===== config.mk =====
export PLATFORM = sky130hd
export DESIGN_NAME = dmem_arbiter
export DESIGN_NICKNAME = d
export VERILOG_FILES = /design/src/rtl/dmem_arbiter.sv
export SDC_FILE = /design/constraint.sdc
export NUM_CORES = 1
export LEC_CHECK = 0
export BUFFER_PORTS_ARGS = -buffer_cell sky130_fd_sc_hd__buf_4
export CORE_AREA = 3 3 122 124
export CTS_CLUSTER_SIZE = 8
export DETAILED_ROUTE_END_ITERATION = 8
export DIE_AREA = 0 0 125 127
export SLEW_MARGIN = 20
export SYNTH_ARGS = -nofsm -noshare
export SYNTH_HDL_FRONTEND = slang
export SYNTH_SLANG_ARGS = --single-unit

===== constraint.sdc =====
create_clock -name clk -period 3.9 [get_ports clk]
set_input_delay 0.585 -clock clk [delete_from_list [all_inputs] [get_ports clk]]
set_output_delay 0.585 -clock clk [all_outputs]
set_load 0.02 [all_outputs]

===== src/rtl/dmem_arbiter.sv =====
// dmem_arbiter
// Shares the single-port data_memory between the CPU load/store port and a
// DMA/loader port. The CPU normally wins. After MAX_WAIT consecutive cycles in
// which the DMA asked and lost, the DMA gets priority for exactly one cycle.
// Grants are combinational, so an access completes in its grant cycle.
//
// Ports
//   clk, rst                  clock, synchronous active-high reset
//   cpu_req/we/addr/wd/size   CPU access request; cpu_rd read data, cpu_stall hold
//   dma_req/we/addr/wd/size   DMA access request; dma_rd read data, dma_ack done
//   mem_we/addr/wd/size       to data_memory; mem_rd combinational read data back
//   stall_cnt                 saturating count of cycles with cpu_stall=1
module dmem_arbiter #(
    parameter int MAX_WAIT    = 4,
    parameter int WAIT_W      = 8,
    parameter int STALL_CNT_W = 16
) (
    input  logic                   clk,
    input  logic                   rst,
    input  logic                   cpu_req,
    input  logic                   cpu_we,
    input  logic [31:0]            cpu_addr,
    input  logic [31:0]            cpu_wd,
    input  logic [1:0]             cpu_size,
    output logic [31:0]            cpu_rd,
    output logic                   cpu_stall,
    input  logic                   dma_req,
    input  logic                   dma_we,
    input  logic [31:0]            dma_addr,
    input  logic [31:0]            dma_wd,
    input  logic [1:0]             dma_size,
    output logic [31:0]            dma_rd,
    output logic                   dma_ack,
    output logic                   mem_we,
    output logic [31:0]            mem_addr,
    output logic [31:0]            mem_wd,
    output logic [1:0]             mem_size,
    input  logic [31:0]            mem_rd,
    output logic [STALL_CNT_W-1:0] stall_cnt
);

    typedef enum logic [0:0] {
        CPU_PRI  = 1'b0,
        DMA_TURN = 1'b1
    } arb_state_t;

    localparam logic [WAIT_W-1:0]      WAIT_LAST = WAIT_W'(MAX_WAIT - 1);
    localparam logic [WAIT_W-1:0]      WAIT_ZERO = {WAIT_W{1'b0}};
    localparam logic [WAIT_W-1:0]      WAIT_ONE  = WAIT_W'(1);
    localparam logic [STALL_CNT_W-1:0] STALL_ZERO = {STALL_CNT_W{1'b0}};
    localparam logic [STALL_CNT_W-1:0] STALL_ONE  = STALL_CNT_W'(1);
    localparam logic [STALL_CNT_W-1:0] STALL_MAX  = {STALL_CNT_W{1'b1}};

    arb_state_t              state_r;
    arb_state_t              state_next_s;
    logic [WAIT_W-1:0]       wait_cnt_r;
    logic [WAIT_W-1:0]       wait_cnt_next_s;
    logic [STALL_CNT_W-1:0]  stall_cnt_r;
    logic                    cpu_grant_s;
    logic                    dma_grant_s;
    logic                    dma_lose_s;
    logic                    cpu_stall_s;

    // Grant decision: CPU first, except for the single forced DMA turn.
    always_comb begin
        cpu_grant_s = 1'b0;
        dma_grant_s = 1'b0;
        if (rst) begin
            cpu_grant_s = 1'b0;
            dma_grant_s = 1'b0;
        end else begin
            case (state_r)
                CPU_PRI: begin
                    cpu_grant_s = cpu_req;
                    dma_grant_s = dma_req & ~cpu_req;
                end
                DMA_TURN: begin
                    dma_grant_s = dma_req;
                    cpu_grant_s = cpu_req & ~dma_req;
                end
                default: begin
                    cpu_grant_s = 1'b0;
                    dma_grant_s = 1'b0;
                end
            endcase
        end
    end

    // Reset is folded in so a CPU request during reset is not reported as stalled.
    assign cpu_stall_s = cpu_req & ~cpu_grant_s & ~rst;
    assign dma_lose_s  = dma_req & ~dma_grant_s;

    // Memory-side mux; everything is driven to zero while reset is held.
    always_comb begin
        mem_we   = 1'b0;
        mem_addr = 32'h0000_0000;
        mem_wd   = 32'h0000_0000;
        mem_size = 2'b00;
        if (rst) begin
            mem_we   = 1'b0;
            mem_addr = 32'h0000_0000;
        end else if (dma_grant_s) begin
            mem_we   = dma_we;
            mem_addr = dma_addr;
            mem_wd   = dma_wd;
            mem_size = dma_size;
        end else begin
            mem_we   = cpu_grant_s & cpu_we;
            mem_addr = cpu_addr;
            mem_wd   = cpu_wd;
            mem_size = cpu_size;
        end
    end

    // Starvation tracking: count consecutive lost DMA cycles, hand over one turn.
    always_comb begin
        state_next_s    = state_r;
        wait_cnt_next_s = wait_cnt_r;
        case (state_r)
            CPU_PRI: begin
                if (dma_lose_s) begin
                    if (wait_cnt_r == WAIT_LAST) begin
                        state_next_s    = DMA_TURN;
                        wait_cnt_next_s = WAIT_ZERO;
                    end else begin
                        wait_cnt_next_s = wait_cnt_r + WAIT_ONE;
                    end
                end else begin
                    wait_cnt_next_s = WAIT_ZERO;
                end
            end
            DMA_TURN: begin
                // The turn lasts one cycle whether the DMA used it or withdrew.
                state_next_s    = CPU_PRI;
                wait_cnt_next_s = WAIT_ZERO;
            end
            default: begin
                state_next_s    = CPU_PRI;
                wait_cnt_next_s = WAIT_ZERO;
            end
        endcase
    end

    // State, wait counter and saturating stall counter registers.
    always_ff @(posedge clk) begin
        if (rst) begin
            state_r     <= CPU_PRI;
            wait_cnt_r  <= WAIT_ZERO;
            stall_cnt_r <= STALL_ZERO;
        end else begin
            state_r    <= state_next_s;
            wait_cnt_r <= wait_cnt_next_s;
            if (cpu_stall_s && (stall_cnt_r != STALL_MAX)) begin
                stall_cnt_r <= stall_cnt_r + STALL_ONE;
            end else begin
                stall_cnt_r <= stall_cnt_r;
            end
        end
    end

    assign cpu_rd    = mem_rd;
    assign dma_rd    = mem_rd;
    assign cpu_stall = cpu_stall_s;
    assign dma_ack   = dma_grant_s;
    assign stall_cnt = stall_cnt_r;

endmodule


==> results.txt <==
* Number of hold buffers added after CTS: 0
- For this run, the slowest stage of the critical path takes 0.59 ns.
- Buffers from clock root to sink, at most: 2
- In this run the remaining antenna-violating nets after routing total 0.
- Number of vias after detailed routing: 3,300
- Power per Cell Area: 205 nW/um^2
* Total Die Area: 15,900 um^2
- After clock tree synthesis, the repair step resized 0 gates.
- The clock reaches the later pin of the worst-skew pair after 0.26 ns.
- Max transition margin: 46.8%
- The run finished with clean final reports.
* Achievable Freq: 352 MHz
- Flip-flop and latch count after synthesis: 25
* Combined area of all synthesized cells: 2600 um^2
- Setup slack on the critical path of the routed design comes to 1.06 ns.
- Sequential fraction of the synthesis area: 19.2%
- Met3 GRT Util: 3.05%
- Site row count: 43
- Syn Area/Cell: 6.14 um^2
* Synth Warn #: 0
- The worst register-to-register path has a setup slack of 1.79 ns.
- Summing internal, switching and leakage power gives 0.826 mW.
- Average wire length per cell after detail routing: 14.1 um
- From synthesis to final layout, the design area changed by 54.8%.
- Die span in y: 127 um
- Net count of the finished layout: 739
- Subtracting the final worst setup slack from the clock period gives 2.84 ns.
- Kind of critical path: reg2out
- For the pin with the worst max-slew slack, the measured transition is 0.797 ns.
- Worst hold margin: 0.480 ns
* Total of buffers placed on input and output ports: 222
* Clock tree from TritonCTS: built
- Placed Cells: 742
- After technology mapping, the gate count stands at 424.
- Final hold violation count: 0
* Final non-filler cell area: 4030 um^2
- Across the VDD grid, the largest voltage drop is 0.192 mV.
- Worst hold path cell count: 1
- Clock-pin slew was measured on the worst setup and hold paths at 0.06 ns.
- Data arrives at the worst endpoint at 2.26 ns.
* Crit. End Element: output port
- Number of unique standard cell types used by synthesis: 35
* Number of global-route vias before repair: 3,156
- STA classifies the critical path startpoint as a register.
- Final setup fails: 0
- Traced cell by cell, the critical path runs through nand2b_1 > nand3_2 > inv_2 > buf_4 > nand2_1 > nand2_1 > buf_4.
* Count of TritonRoute iterations in the first routing pass: 4
- Setup repair after global routing missed its margin: no
- CTS built an H-tree with a depth of 1.
- Fraction of final layout cells sized beyond drive strength 1: 42.0%
- Worst-path maximum fanout: 46
* Post-CTS Repair Setup Buffers: 0
* TritonCTS Sinks: 25
* Routed wire length: 10.5 mm
* GRT Max-Usage Layer: met2
- Measured on the finished design, the core utilization comes to 29.1%.
* R2R Path Start: stall_cnt[11]
- The endpoint identified for the worst register-to-register timing path is stall_cnt[4].
- Of the available clock period, the critical path in the final layout requires 72.9%.
* Chip width: 125 um
- The tool flagged a number of max-cap violations equal to 0.
- OpenSTA, run right after detailed placement, puts the worst setup slack at 1.05 ns.
* Global placer's final weighted congestion: 0.769
- In the routed layout, each cell is associated on average with a via count of 4.42.
- Global routing consumed, on the met1 layer, 15.8% of the routing resources.
- After detailed routing, the number of remaining DRC violations is 0.
- TritonCTS created 3 clock buffers.
* Total global routing track utilization: 12.0%
- During I/O placement, the number of pins put on the boundary was 319.
- Number of pins exceeding their max-slew limit in the final report: 0
* Area of the core: 13,900 um^2
- Final setup skew: 0.00305 ns
- Summing all placed instances gives a cell area of 3950 um^2.
- For met2 alone, demand over resource in global routing was 19.8%.
- Total leakage power: 2.08 nW
- Final antenna diode count: 0
* Library cell contributing the largest single delay on the critical path: sky130_fd_sc_hd__inv_2
- Number of antenna violations at the first check in global routing: 0
- R2R cell count: 5
- Initial Utilization: 18.8%
* Data required time at the worst endpoint: 3.31 ns
* Hold crit path type: reg2reg
* Synthesized Nets: 596
- Post-layout instance count excluding filler cells: 746
- Clock tree synthesis selected as its root buffer the cell sky130_fd_sc_hd__clkbuf_16.
- The startpoint identified for the worst hold timing path is wait_cnt_r[0].
* Wire length of the first global-routing pass: 16.0 mm
- Endpoint with the worst hold slack: wait_cnt_r[0]
- DP HPWL: 8.28 mm
- Entering global routing, the biggest net connects 72 pins.
- The detailed router finished its first iteration with 203 violations.
- Total global routing overflow: 0
- Final total negative setup slack: 0 ns
[layer usage]
metal | wire (um) | vias up
met5 | 0 | -
met1 | 4430 | 1449
li1 | - | 1664
met2 | 5000 | 153
met3 | 859 | 34
met4 | 250 | 0
[cell families (layout without fill, tap and decap cells)]
family                     Yosys count  after routing  synth area share (%)
AOI/OAI and AO/OA                   34             34                  8.64
and+or+nand+nor                    263            263                  46.1
buffers and inverters               94            236                  23.1
adders and majority gates            2              2                 0.960
DFF                                 25             25                  19.2
xor gates and xnor gates             6              6                  2.02
[Yosys cell counts]
library cell / n / share of area (%)
sky130_fd_sc_hd__nand2_1: 140 / 20
sky130_fd_sc_hd__nand3_1: 81 / 16
sky130_fd_sc_hd__buf_4: 64 / 18
sky130_fd_sc_hd__dfxtp_1: 25 / 19
sky130_fd_sc_hd__clkbuf_1: 15 / 2.2
sky130_fd_sc_hd__a21oi_1: 11 / 2.1
sky130_fd_sc_hd__nor2_1: 10 / 1.4
sky130_fd_sc_hd__buf_1: 8 / 1.2
sky130_fd_sc_hd__o21ai_0: 7 / 1.3
sky130_fd_sc_hd__or3_1: 5 / 1.2
sky130_fd_sc_hd__xor2_1: 5 / 1.7
sky130_fd_sc_hd__inv_1: 4 / 0.58
sky130_fd_sc_hd__nand4_1: 4 / 0.96
sky130_fd_sc_hd__nor4_1: 4 / 0.96
sky130_fd_sc_hd__o311ai_0: 4 / 1.3
sky130_fd_sc_hd__o41ai_1: 4 / 1.3
sky130_fd_sc_hd__and3_1: 3 / 0.72
sky130_fd_sc_hd__nor3_1: 3 / 0.58
sky130_fd_sc_hd__o31ai_1: 3 / 0.86
sky130_fd_sc_hd__or4_1: 3 / 0.86
sky130_fd_sc_hd__and4_1: 2 / 0.67
sky130_fd_sc_hd__ha_1: 2 / 0.96
sky130_fd_sc_hd__inv_2: 2 / 0.29
sky130_fd_sc_hd__nand3b_1: 2 / 0.58
sky130_fd_sc_hd__o211ai_1: 2 / 0.58
sky130_fd_sc_hd__or2_2: 2 / 0.48
sky130_fd_sc_hd__buf_6: 1 / 0.43
sky130_fd_sc_hd__nand2b_1: 1 / 0.24
sky130_fd_sc_hd__nand4b_4: 1 / 0.91
sky130_fd_sc_hd__nor4b_1: 1 / 0.34
sky130_fd_sc_hd__o2111ai_1: 1 / 0.34
sky130_fd_sc_hd__o21a_1: 1 / 0.29
sky130_fd_sc_hd__o221a_2: 1 / 0.43
sky130_fd_sc_hd__or4_4: 1 / 0.43
sky130_fd_sc_hd__xnor2_1: 1 / 0.34
[layout make-up]
cell class	instances	area, um^2
multi-input combinational	305	1510
timing repair buffer	226	1700
clock buffer	4	78.8
sequential	25	500
fill	1551	9850
inverter	6	22.5
tap	180	225
[state kept, by name, indices dropped and copies added (netlist names)]
name / cells
stall_cnt: 16
wait_cnt_r: 8
state_r: 1
[worst max-delay path by stage]
stage | from | to | slack [ns] | cells past startpoint
after floorplan | rst | mem_addr[24] | 1.50 | 8
after global placement | rst | mem_wd[16] | 1.04 | 8
after detailed placement | rst | mem_wd[16] | 1.05 | 8
after CTS | state_r | mem_wd[16] | 1.03 | 7
after global routing | state_r | mem_wd[4] | 0.83 | 7
final | state_r | mem_wd[16] | 1.06 | 7
[cell usage in the layout (no fill, tap or decap), drive strengths merged, types with 5 or more instances in the layout]
| cell | count |
|---|---|
| nand3 | 81 |
| nor2 | 10 |
| inv | 6 |
| buf | 226 |
| a21oi | 11 |
| or3 | 5 |
| dfxtp | 25 |
| xor2 | 5 |
| nand2 | 140 |
| o21ai | 7 |
[report_power, final]
group	total [mW]	internal, mW	switching, mW
clock network	0.227	0.140	0.0871
registers	0.256	0.256	0.000629
logic	0.343	0.175	0.168
[worst max-delay path: cells and delay by family (launching register included)]
family / cells / cell delay, ns
simple gates: 4 / 0.44
flops: 1 / 0.42
buf+inv: 3 / 1.13
No activity file was read; power rests on OpenSTA's default activity.
